`src/rtl/radix5_emitter_pkg.sv`:
```
// Shared widths, limits and FSM state type for the radix-5 digit emitter.
// No ports; imported by div_64_5 and radix5_digit_emitter.
package radix5_emitter_pkg;

  localparam int DATA_W     = 64;
  localparam int QUOT_W     = 62;  // 2^64 / 5 < 2^62
  localparam int DIGIT_W    = 3;
  localparam int IDX_W      = 5;
  localparam int MAX_DIGITS = 28;  // 5^28 > 2^64

  typedef enum logic {
    IDLE = 1'b0,
    RUN  = 1'b1
  } state_e;

endpackage

```
`src/rtl/div_64_5.sv`:
```
// Combinational unsigned divide of a 64-bit value by the constant 5.
// Ports:
//   x         in  64  dividend
//   quotient  out 62  x / 5
//   remainder out 3   x mod 5, always 0..4
module div_64_5
  import radix5_emitter_pkg::*;
(
  input  logic [DATA_W-1:0]  x,
  output logic [QUOT_W-1:0]  quotient,
  output logic [DIGIT_W-1:0] remainder
);

  logic [DIGIT_W-1:0] rem;
  logic [DIGIT_W:0]   trial;

  // Restoring long division, one dividend bit per step. The top two bits
  // form a value of at most 3, so they seed the remainder directly and
  // contribute no quotient bits. The remainder stays below 5, so each
  // trial value fits in 4 bits.
  always_comb begin
    rem      = {1'b0, x[DATA_W-1:DATA_W-2]};
    trial    = '0;
    quotient = '0;
    for (int i = QUOT_W - 1; i >= 0; i--) begin
      trial = {rem, x[i]};
      if (trial >= 4'd5) begin
        quotient[i] = 1'b1;
        rem         = DIGIT_W'(trial - 4'd5);
      end else begin
        quotient[i] = 1'b0;
        rem         = trial[DIGIT_W-1:0];
      end
    end
    remainder = rem;
  end

endmodule

```
`src/rtl/radix5_digit_emitter.sv`:
```
// Converts a 64-bit unsigned value to base-5 digits, least significant
// first, by repeated division by 5 (one division per accepted digit).
// Ports:
//   clk, rst_n            clock, asynchronous active-low reset
//   in_valid/in_ready     value handshake, in_data is the 64-bit value
//   out_valid/out_ready   digit handshake
//   out_digit             base-5 digit 0..4
//   out_index             digit position, 0 = least significant
//   out_last              final digit of this value
//   out_ovf               with out_last: value was truncated by NUM_DIGITS
//   busy                  conversion in progress (~in_ready)
// Build option: define RADIX5_EMITTER_ZERO_SUPPRESS_EN to end each
// conversion at the most significant nonzero digit (at least one digit).
//
// state | meaning
// IDLE  | waiting for a value, in_ready=1
// RUN   | emitting digits of W, out_valid=1
module radix5_digit_emitter
  import radix5_emitter_pkg::*;
#(
  parameter int NUM_DIGITS = MAX_DIGITS
) (
  input  logic               clk,
  input  logic               rst_n,
  input  logic               in_valid,
  output logic               in_ready,
  input  logic [DATA_W-1:0]  in_data,
  output logic               out_valid,
  input  logic               out_ready,
  output logic [DIGIT_W-1:0] out_digit,
  output logic [IDX_W-1:0]   out_index,
  output logic               out_last,
  output logic               out_ovf,
  output logic               busy
);

  localparam logic [IDX_W-1:0] LAST_IDX = IDX_W'(NUM_DIGITS - 1);

  state_e             state_q, state_d;
  logic [DATA_W-1:0]  w_q, w_d;
  logic [IDX_W-1:0]   cnt_q, cnt_d;

  logic [QUOT_W-1:0]  quot;
  logic [DIGIT_W-1:0] rem;
  logic               q_zero;
  logic               last_hit;
  logic               run;

  div_64_5 u_div (
    .x         (w_q),
    .quotient  (quot),
    .remainder (rem)
  );

  always_comb begin
    q_zero = (quot == '0);
`ifdef RADIX5_EMITTER_ZERO_SUPPRESS_EN
    last_hit = (cnt_q == LAST_IDX) || q_zero;
`else
    last_hit = (cnt_q == LAST_IDX);
`endif
    run = (state_q == RUN);

    // Outputs are gated by RUN so IDLE (and reset) shows all-zero digit
    // fields even when W still holds a leftover quotient.
    in_ready  = !run;
    busy      = run;
    out_valid = run;
    out_digit = run ? rem : '0;
    out_index = cnt_q;
    out_last  = run && last_hit;
    out_ovf   = run && last_hit && !q_zero;

    state_d = state_q;
    w_d     = w_q;
    cnt_d   = cnt_q;
    case (state_q)
      IDLE: begin
        if (in_valid) begin
          w_d     = in_data;
          cnt_d   = '0;
          state_d = RUN;
        end
      end
      RUN: begin
        if (out_ready) begin
          w_d   = {2'b00, quot};
          cnt_d = cnt_q + 5'd1;
          if (last_hit) begin
            state_d = IDLE;
          end
        end
      end
      default: state_d = IDLE;
    endcase
  end

  always_ff @(posedge clk or negedge rst_n) begin
    if (!rst_n) begin
      state_q <= IDLE;
      w_q     <= '0;
      cnt_q   <= '0;
    end else begin
      state_q <= state_d;
      w_q     <= w_d;
      cnt_q   <= cnt_d;
    end
  end

endmodule

```
`config.mk`:
```
export PLATFORM = sky130hd
export DESIGN_NAME = radix5_digit_emitter
export DESIGN_NICKNAME = d
export VERILOG_FILES = /design/src/rtl/radix5_emitter_pkg.sv /design/src/rtl/div_64_5.sv /design/src/rtl/radix5_digit_emitter.sv
export SDC_FILE = /design/constraint.sdc
export NUM_CORES = 1
export LEC_CHECK = 0
export CORE_MARGIN = 5
export CORE_UTILIZATION = 35
export CTS_CLUSTER_DIAMETER = 30
export CTS_CLUSTER_SIZE = 8
export DETAILED_ROUTE_END_ITERATION = 10
export PLACE_DENSITY_LB_ADDON = 0.3
export SETUP_SLACK_MARGIN = 0.05
export SLEW_MARGIN = 20
export SYNTH_ARGS = -nofsm -noshare
export SYNTH_HDL_FRONTEND = slang
export SYNTH_SLANG_ARGS = --single-unit
```
`constraint.sdc`:
```
create_clock -name clk -period 112.7 [get_ports clk]
set_input_delay 16.905 -clock clk [delete_from_list [all_inputs] [get_ports clk]]
set_output_delay 16.905 -clock clk [all_outputs]
set_load 0.05 [all_outputs]
```
== Word-level counts from Yosys, hierarchy flattened ==
Cells that the tools add are included.

* Order comparisons: 62
* Reductions and logical operators: 6
* Bitwise logic cells: 1
* Equal/unequal tests: 3
* Mux-type cells: 135
* Add/sub/neg operators: 63

{| class="wikitable"
|+ Operator list
! kind !! count
|-
| greater-or-equal comparator 4 x 3 -> 1 bit, second input constant || 61
|-
| 2-to-1 mux 3 bit || 63
|-
| subtractor 3 bit, second input constant || 62
|-
| 2-to-1 mux 64 bit || 2
|-
| case mux 64 bit (2 select lines) || 1
|-
| 2-to-1 mux 1 bit || 65
|-
| logical NOT 62 bit || 1
|-
| 2-to-1 mux 5 bit || 2
|-
| case mux 5 bit (2 select lines) || 1
|-
| adder 5 x 1 -> 5 bit, second input constant || 1
|-
| equality test 5 bit, second input constant || 1
|-
| != test 2 bit, second input constant || 2
|-
| greater-or-equal comparator 3 bit, second input constant || 1
|-
| logical AND 1 bit || 2
|-
| logical NOT 1 bit || 2
|-
| case mux 1 bit (2 select lines) || 1
|-
| AND reduction 2 bit || 1
|-
| inverter 1 bit || 1
|}

* Bits in registers: 70
* Output and inout bits: 13
* Input bits: 68
* Word-level logic and storage cells: 273

== Depth between registers and ports, before layout ==
* Depth in word-level cells: 127
* Depth in mapped cells: 375
* Mapped depth without buffers: 367

== Cells and area by module ==
From an unflattened synthesis, not the netlist that was laid out.

* Cell total of the unflattened synthesis: 1462
* Area, all modules: 12233.0 um^2

{| class="wikitable"
|+ By module, submodules not included
! module !! area an instance (um^2) !! cells an instance !! seq. area each (um^2) !! instances
|-
| div_64_5 || 8846.0 || 1130 || 0.0 || 1
|-
| radix5_digit_emitter || 3387.0 || 332 || 1751.7 || 1
|}

== Worst setup path after synthesis ==
Ideal clock, no wire load.

* Path kind: flip-flop to output port
* Start: register w_q[62]
* End: output port out_digit[0]
* Path slack: 24418 ps
* Data arrival time: 71377 ps
* Data required time: 95795 ps
* Buffers on the path: 8
* Stages on the path, launching flop included: 370
* Path through: dfrtp_1 > buf_2 > inv_1 > ha_1 > nor2_1 > nor3_1 > a21oi_1 > ha_1 > nand2b_1 > o211a_1 > o211ai_2 > ha_1 > and2b_1 > o21ai_2 > xnor2_1 > clkinv_1 > ha_1 > nor2b_1 > [... 334 more ...] > or2b_1 > a21oi_1 > xnor2_1 > ha_1 > or2b_1 > and2_1 > a221o_1 > ha_1 > nand2b_1 > o31a_1 > o21ai_0 > o31ai_1 > o31a_1 > xnor2_1 > ha_1 > nand2b_1 > a211oi_2 > mux2i_1

* Word-level cells in the longest chain between the ends: 125
* Elaborated cells on any way between the ends: 186
* Classes of those cells: add/sub: 61; order compare: 62; mux: 63

{| class="wikitable"
|+ Ends and longest elaborated chain
! what !! RTL line !! source
|-
| start, declared || radix5_digit_emitter.sv:40 || <nowiki>logic [DATA_W-1:0] w_q, w_d;</nowiki>
|-
| start signal, assigned || radix5_digit_emitter.sv:105 || <nowiki>w_q <= w_d;</nowiki>
|-
| subtractor 3 bit or greater-or-equal comparator 3 bit (tied branches) || div_64_5.sv:29, div_64_5.sv:27 ||
|-
| 2-to-1 mux 3 bit * || div_64_5.sv:27 || <nowiki>if (trial >= 4'd5) begin</nowiki>
|-
| greater-or-equal comparator 4 x 3 -> 1 bit or subtractor 3 bit (tied branches) || div_64_5.sv:27, div_64_5.sv:29 ||
|-
| 2-to-1 mux 3 bit * || div_64_5.sv:27 ||
|-
| greater-or-equal comparator 4 x 3 -> 1 bit or subtractor 3 bit (tied branches) || div_64_5.sv:27, div_64_5.sv:29 ||
|-
| 2-to-1 mux 3 bit * || div_64_5.sv:27 ||
|-
| greater-or-equal comparator 4 x 3 -> 1 bit or subtractor 3 bit (tied branches) || div_64_5.sv:27, div_64_5.sv:29 ||
|-
| 2-to-1 mux 3 bit * || div_64_5.sv:27 ||
|-
| [... 109 more ...] || n/a ||
|-
| 2-to-1 mux 3 bit * || div_64_5.sv:27 ||
|-
| greater-or-equal comparator 4 x 3 -> 1 bit or subtractor 3 bit (tied branches) || div_64_5.sv:27, div_64_5.sv:29 ||
|-
| 2-to-1 mux 3 bit * || div_64_5.sv:27 ||
|-
| greater-or-equal comparator 4 x 3 -> 1 bit or subtractor 3 bit (tied branches) || div_64_5.sv:27, div_64_5.sv:29 ||
|-
| 2-to-1 mux 3 bit * || div_64_5.sv:27 ||
|-
| greater-or-equal comparator 4 x 3 -> 1 bit * || div_64_5.sv:27 ||
|-
| 2-to-1 mux 3 bit * || div_64_5.sv:27 ||
|-
| 2-to-1 mux 3 bit * || radix5_digit_emitter.sv:69 || <nowiki>out_digit = run ? rem : '0;</nowiki>
|-
| end, declared || radix5_digit_emitter.sv:30 || <nowiki>output logic [DIGIT_W-1:0] out_digit,</nowiki>
|}

Every way passes the cells marked *; elsewhere a longest branch is shown, timed or not.

== Worst setup path after layout ==
Same ends and word-level chain as after synthesis.

==> flow_summary.ini <==
[clock_tree]
cts_hold_buf = 0
post-cts-setup-buffers = 0
clkSinkCount = 70
htree_levels = 3
cts_tree = yes
numCtsBuffers = 9
insertion_delay_ns = 0.36
path_clk_slew_ns = 0.07
root_buffer = clkbuf_16
cts_resized = 0
cts_buffer_depth = 2

[synthesis]
async_flop_share_pct = 100
synth_nets = 1802
avgSynthCellArea_um2 = 7.94
synth.most_common_cell = nand2_1
synthTopCellsByArea = dfrtp_1 (14%), ha_1 (12%), mux2i_1 (5.1%), a21oi_1 (4.6%), nand2_1 (4.6%)
synth_seq_area_share_pct = 13.7
yosysWarnings = 0
yosys.area.top_type = dfrtp_1
yosys.area.top_type_share_pct = 13.7
synth_common_cells = nand2_1 (157), ha_1 (125), a21oi_1 (118)
synth_cell_types = 131
ys_ff_latch = 70
synth_ff_type = dfrtp_1
syn_inst = 1609
synth_edf_count = 0
synth_area_um2 = 12800

[layout]
final-seq-area_um2 = 1750
area_growth_pct = 11.8
num-nets-final = 1848
n_fill_cell = 3699
final_cells = 2128
drive_gt1_share_pct = 11.4
diodes = 0
multi_input_area_um2 = 10400

[die]
dieArea_um2 = 40400
coreArea_um2 = 36300
fp-row-count = 70
fp.dieW_um = 201
initial_core_util_pct = 35.1
dieHeight_um = 201
io_pins = 81

[setup_path]
critPathLaunchType = flip-flop
path_buf_inv = 17
cp_top_family = simple AND/OR/NAND/NOR gates
slowest_delay_ns = 0.85
slowest_stage = clkdlybuf4s50_1
setup.worst_path.end_class = output pin
crit_type = flip-flop to output pin
required_ns = 95.79
crit_fanout = 12
cpMostUsedCell = ha_1
cp.arrival_ns = 83.29

[detailed_routing]
drt-wirelength-per-cell_um = 16.7
via_count = 12501
vias_per_cell = 5.87
routed_wl_um = 35500
detail-route-antenna-nets = 0
dr.pass1.iters = 5
drc_errors = 0
first_iter_violations = 751

[global_routing]
antenna_found_initial = 0
grt_overflow = 0
grt_pass1_wl_um = 58300
grt_max_degree = 82
grt_pass1_vias = 11782
grt.total_usage_pct = 16.7

[placement]
gp_congestion = 0.915
io_buffers = 80
post-dp-hpwl_um = 26400
dp_cells = 2112

[timing]
fmax_mhz = 9.98
slew_viol_final = 0
clock_skew_ns = 0.0112
worst_pin_slew_ns = 0.927
maxSlewHeadroom_pct = 36.4
tns_ns = 0
finalSetupViolCount = 0
fin_crit_sh_pct = 88.9
rsz0062_at_grt = no
min_period_ns = 100.19
hold_viol_final = 0

[flow_run]
cap_violations = 0

[hold_path]
hold_path_class = flip-flop to flip-flop

[run_status]
outcome = complete, no violations
-- final timing paths --
check / from / to / slack [ns] / depth (start not counted)
worst min register to register: out_index[4] / out_index[4] / 0.60 / 1
min in group asynchronous: rst_n / w_q[48] / 16.40 / 1
worst max-delay path: w_q[62] / out_digit[0] / 12.51 / 362
max in group asynchronous: rst_n / busy / 95.12 / 2
worst min-delay path: out_index[4] / out_index[4] / 0.60 / 1
worst max register to register: w_q[62] / w_q[0] / 30.71 / 361
-- registers in the layout, indices dropped and copies added (netlist names) --
signal,flops
w_q,64
busy,1
out_index,5
-- area by class of cell --
type,instances,area share (%)
inverter,112,2.94
tap,468,4.10
timing repair buffer,86,5.87
sequential,70,12.3
clock buffer,12,1.73
multi-input combinational,1376,72.6
clock inverter,4,0.490
-- stage by stage --
step	area (um2)	util, %	hold WS [ns]	worst slack (ns)
3_3_place_gp	14000	38.4	0.586	15.45
5_1_grt	14300	39.3	0.621	5.35
2_1_floorplan	12800	-	0.544	24.42
3_5_place_dp	14000	38.4	0.589	13.81
6_report	14300	39.3	0.603	12.51
4_1_cts	14300	39.3	0.599	13.11
-- layout by cell type, fill, tap and decap left out, types with 14 or more instances in the layout --
cell             instances
nor4_1                  15
nor3_1                  32
or2_2                   15
clkdlybuf4s50_1         77
nand2_1                157
a211o_1                 15
a21oi_1                118
o21ai_0                 77
o2111ai_1               14
or3_1                   18
a21o_1                  14
nand4_1                 21
dfrtp_1                 69
ha_1                   125
inv_1                  107
or2b_1                  20
nand3_1                 46
nor2b_1                 25
mux2_2                  20
and3_1                  15
a211oi_1                29
o211ai_1                20
nor2_1                  87
o211a_1                 57
nand2b_1                19
mux2i_1                 65
xnor2_1                 37
-- metal layers --
layer	wire [um]	vias up	global-route usage [%]	share of wire (%)
met5	0	-	0	0
met4	767	0	4.30	2.2
met3	1260	44	2.12	3.5
met2	16600	284	28.4	47
met1	16900	5992	22.5	48
li1	-	6181	-	-
-- cells by family after synthesis --
family,after synthesis,share of synthesized area (%)
buf+inv,163,5.12
fa+ha+maj,125,12.2
flops,70,13.7
mux,109,9.49
compound gates,539,32.8
xor+xnor,41,2.99
simple gates,562,23.6
Power is left out: the tool's default activity adds up to more than one toggle a clock period on the data nets, which glitch-free logic cannot reach.
==> edit, RTL diff (same flow settings) <==
The option `RADIX5_EMITTER_ZERO_SUPPRESS_EN` is turned on by a define.
--- a/src/rtl/radix5_digit_emitter.sv
+++ b/src/rtl/radix5_digit_emitter.sv
@@ -15,6 +15,8 @@
 // state | meaning
 // IDLE  | waiting for a value, in_ready=1
 // RUN   | emitting digits of W, out_valid=1
+`define RADIX5_EMITTER_ZERO_SUPPRESS_EN
+
 module radix5_digit_emitter
   import radix5_emitter_pkg::*;
 #(
Check against the original RTL: not equivalent (a bounded check fails within 4 cycles, from zero or initial values and one cycle with rst_n low).
==> edit against the original RTL <==
  * Sequential cell count did not move
  * Worst setup slack worse by 6.0 ns
  * Critical path depth increased by 54
  * Wire length is 11% higher
  * Highest routed layer unchanged
  * Core utilization increased by 0.71 points
  * Via count increased by 6.5%
  * Area after synthesis rose by 7.3%
  * Final area rose by 8.5%
  * Count of clock-buffer cells in the layout shrank 3
  * Cell count grew 8.1%
  * First-iteration DRC count up 23%
Power is left out: the tool's default activity adds up to more than one toggle a clock period on the data nets, which glitch-free logic cannot reach.
==> edit: results (changes against the original RTL) <==
[finish]
num_antenna_cells = 0  ; unchanged
largest_reg_flops = 64  ; unchanged
nets = 1971  ; +6.7%
final_cells = 2301  ; +8.1%
drive_above_1_share_pct = 15.8  ; +4.3 points
top_register = w_q

[synth]
synthTopCellsByCount = 159 x nand2_1, 125 x ha_1, 122 x inv_1
synth_area_leaders = dfrtp_1 13%, ha_1 11%, nand2_1 4.4%
yosys.cell_types.count = 156  ; +19%
syn_area_per_cell_um2 = 7.92  ; -0.19%
yosysSeqAreaShare_pct = 12.8  ; -0.93 points
synthFlopType = dfrtp_1
syn_nets = 1922  ; +6.7%

[worst_hold_path]
hold_path_startpoint = out_index[0]

[clocking]
cts_root_buffer = clkbuf_16
htree_levels = 3  ; unchanged
clock_latency_ns = 0.38  ; +0.02 ns
cts_made_buffers = 9  ; unchanged

[timing]
holdWs_ns = 0.561  ; -0.0413 ns
relSlewSlack_pct = 32.2  ; -4.2 points
fin_worst_skew_ns = 0.0127  ; +0.00149 ns

[critical_path]
critPathMaxFanout = 10  ; -2
cp_slowest_cell = or4_1
max_stage_delay_ns = 0.55  ; -0.30 ns
r2r_slack_ns = 24.00  ; -6.71 ns
r2r-start = w_q[62]

[grt]
grt_pass1_wl_um = 63700  ; +9.2%
grt_pass1_vias = 12624  ; +7.1%
grt_usage_pct = 17.1  ; +0.40 points
grt_max_degree = 89  ; +8.5%

[placed_design]
finalWeightedCongestion = 0.904  ; -1.2%
place.port_buffers = 80  ; unchanged
hpwl_um = 28900  ; +9.5%

[route]
first_iter_violations = 924  ; +23%
avgRoutedWirePerCell_um = 17.2  ; +2.9%
via_per_inst = 5.79  ; -1.5%
first_pass_iters = 6  ; +1

[run_status]
outcome = complete, no violations

[edit: cell count changes after synthesis, sizes merged, moves of 9 or more]
cell	before	now
nor2	88	121
buf	14	29
o21ai	96	111
nor3	36	60
and2b	9	18
o31ai	10	23
nand3	47	38
inv	109	123
[edit: layer usage]
metal	track usage, %	vias to the layer above	share of wire, %
met4	3.37	0	1.5
li1	-	6663	-
met2	28.6	251	47
met3	2.78	43	3.7
met5	0	-	0
met1	23.5	6361	48
[edit: what timing repair did]
action                     CTS  global route
setup endpoints to repair    0             2
setup buffers                0             9
gates resized for setup      0            60
[edit: per-stage QoR]
step                setup TNS [ns]  setup WS [ns]  area, um2
detailed placement               0           3.42      14800
global route                -0.510         -0.338      15500
CTS                              0           2.50      15100
finish                           0           6.51      15500
floorplan                        0          18.31      13700
global placement                 0           5.10      14800
[edit: logic make-up (layout without fill, tap and decap cells)]
kind of cell / after synthesis / in the layout / synth area share [%]
flip-flops: 70 / 70 / 12.8
buffers and inverters: 182 / 236 / 6.07
adder cells (fa/ha/maj): 125 / 125 / 11.4
AO/OA/AOI/OAI: 583 / 583 / 33.2
AND/OR/NAND/NOR: 630 / 630 / 25.6
multiplexers: 98 / 98 / 8.09
XOR/XNOR: 41 / 41 / 2.89
[edit: critical path, delay by kind of cell, from the launching register on]
kind | cells | cell delay [ns]
DFF | 1 | 0.51
buffers and inverters | 37 | 4.36
xor gates and xnor gates | 40 | 9.17
and+or+nand+nor | 176 | 36.00
adders and majority gates | 62 | 16.25
muxes | 12 | 2.71
AOI/OAI and AO/OA | 89 | 19.92
[edit: final timing paths]
path / end / cells after the start
min in group asynchronous: out_index[3] / 1
max: out_last / 416
min reg2reg: out_index[0] / 1
max reg2reg: busy / 415
max in group asynchronous: w_q[62] / 2
min: out_index[0] / 1
[edit: cell type report]
type                       count  area (um2)
fill                        3967       23200
multi-input combinational   1477       11400
sequential                    70        1750
timing repair buffer          96         911
tap                          518         648
inverter                     124         469
clock buffer                   9         225
clock inverter                 7        50.0
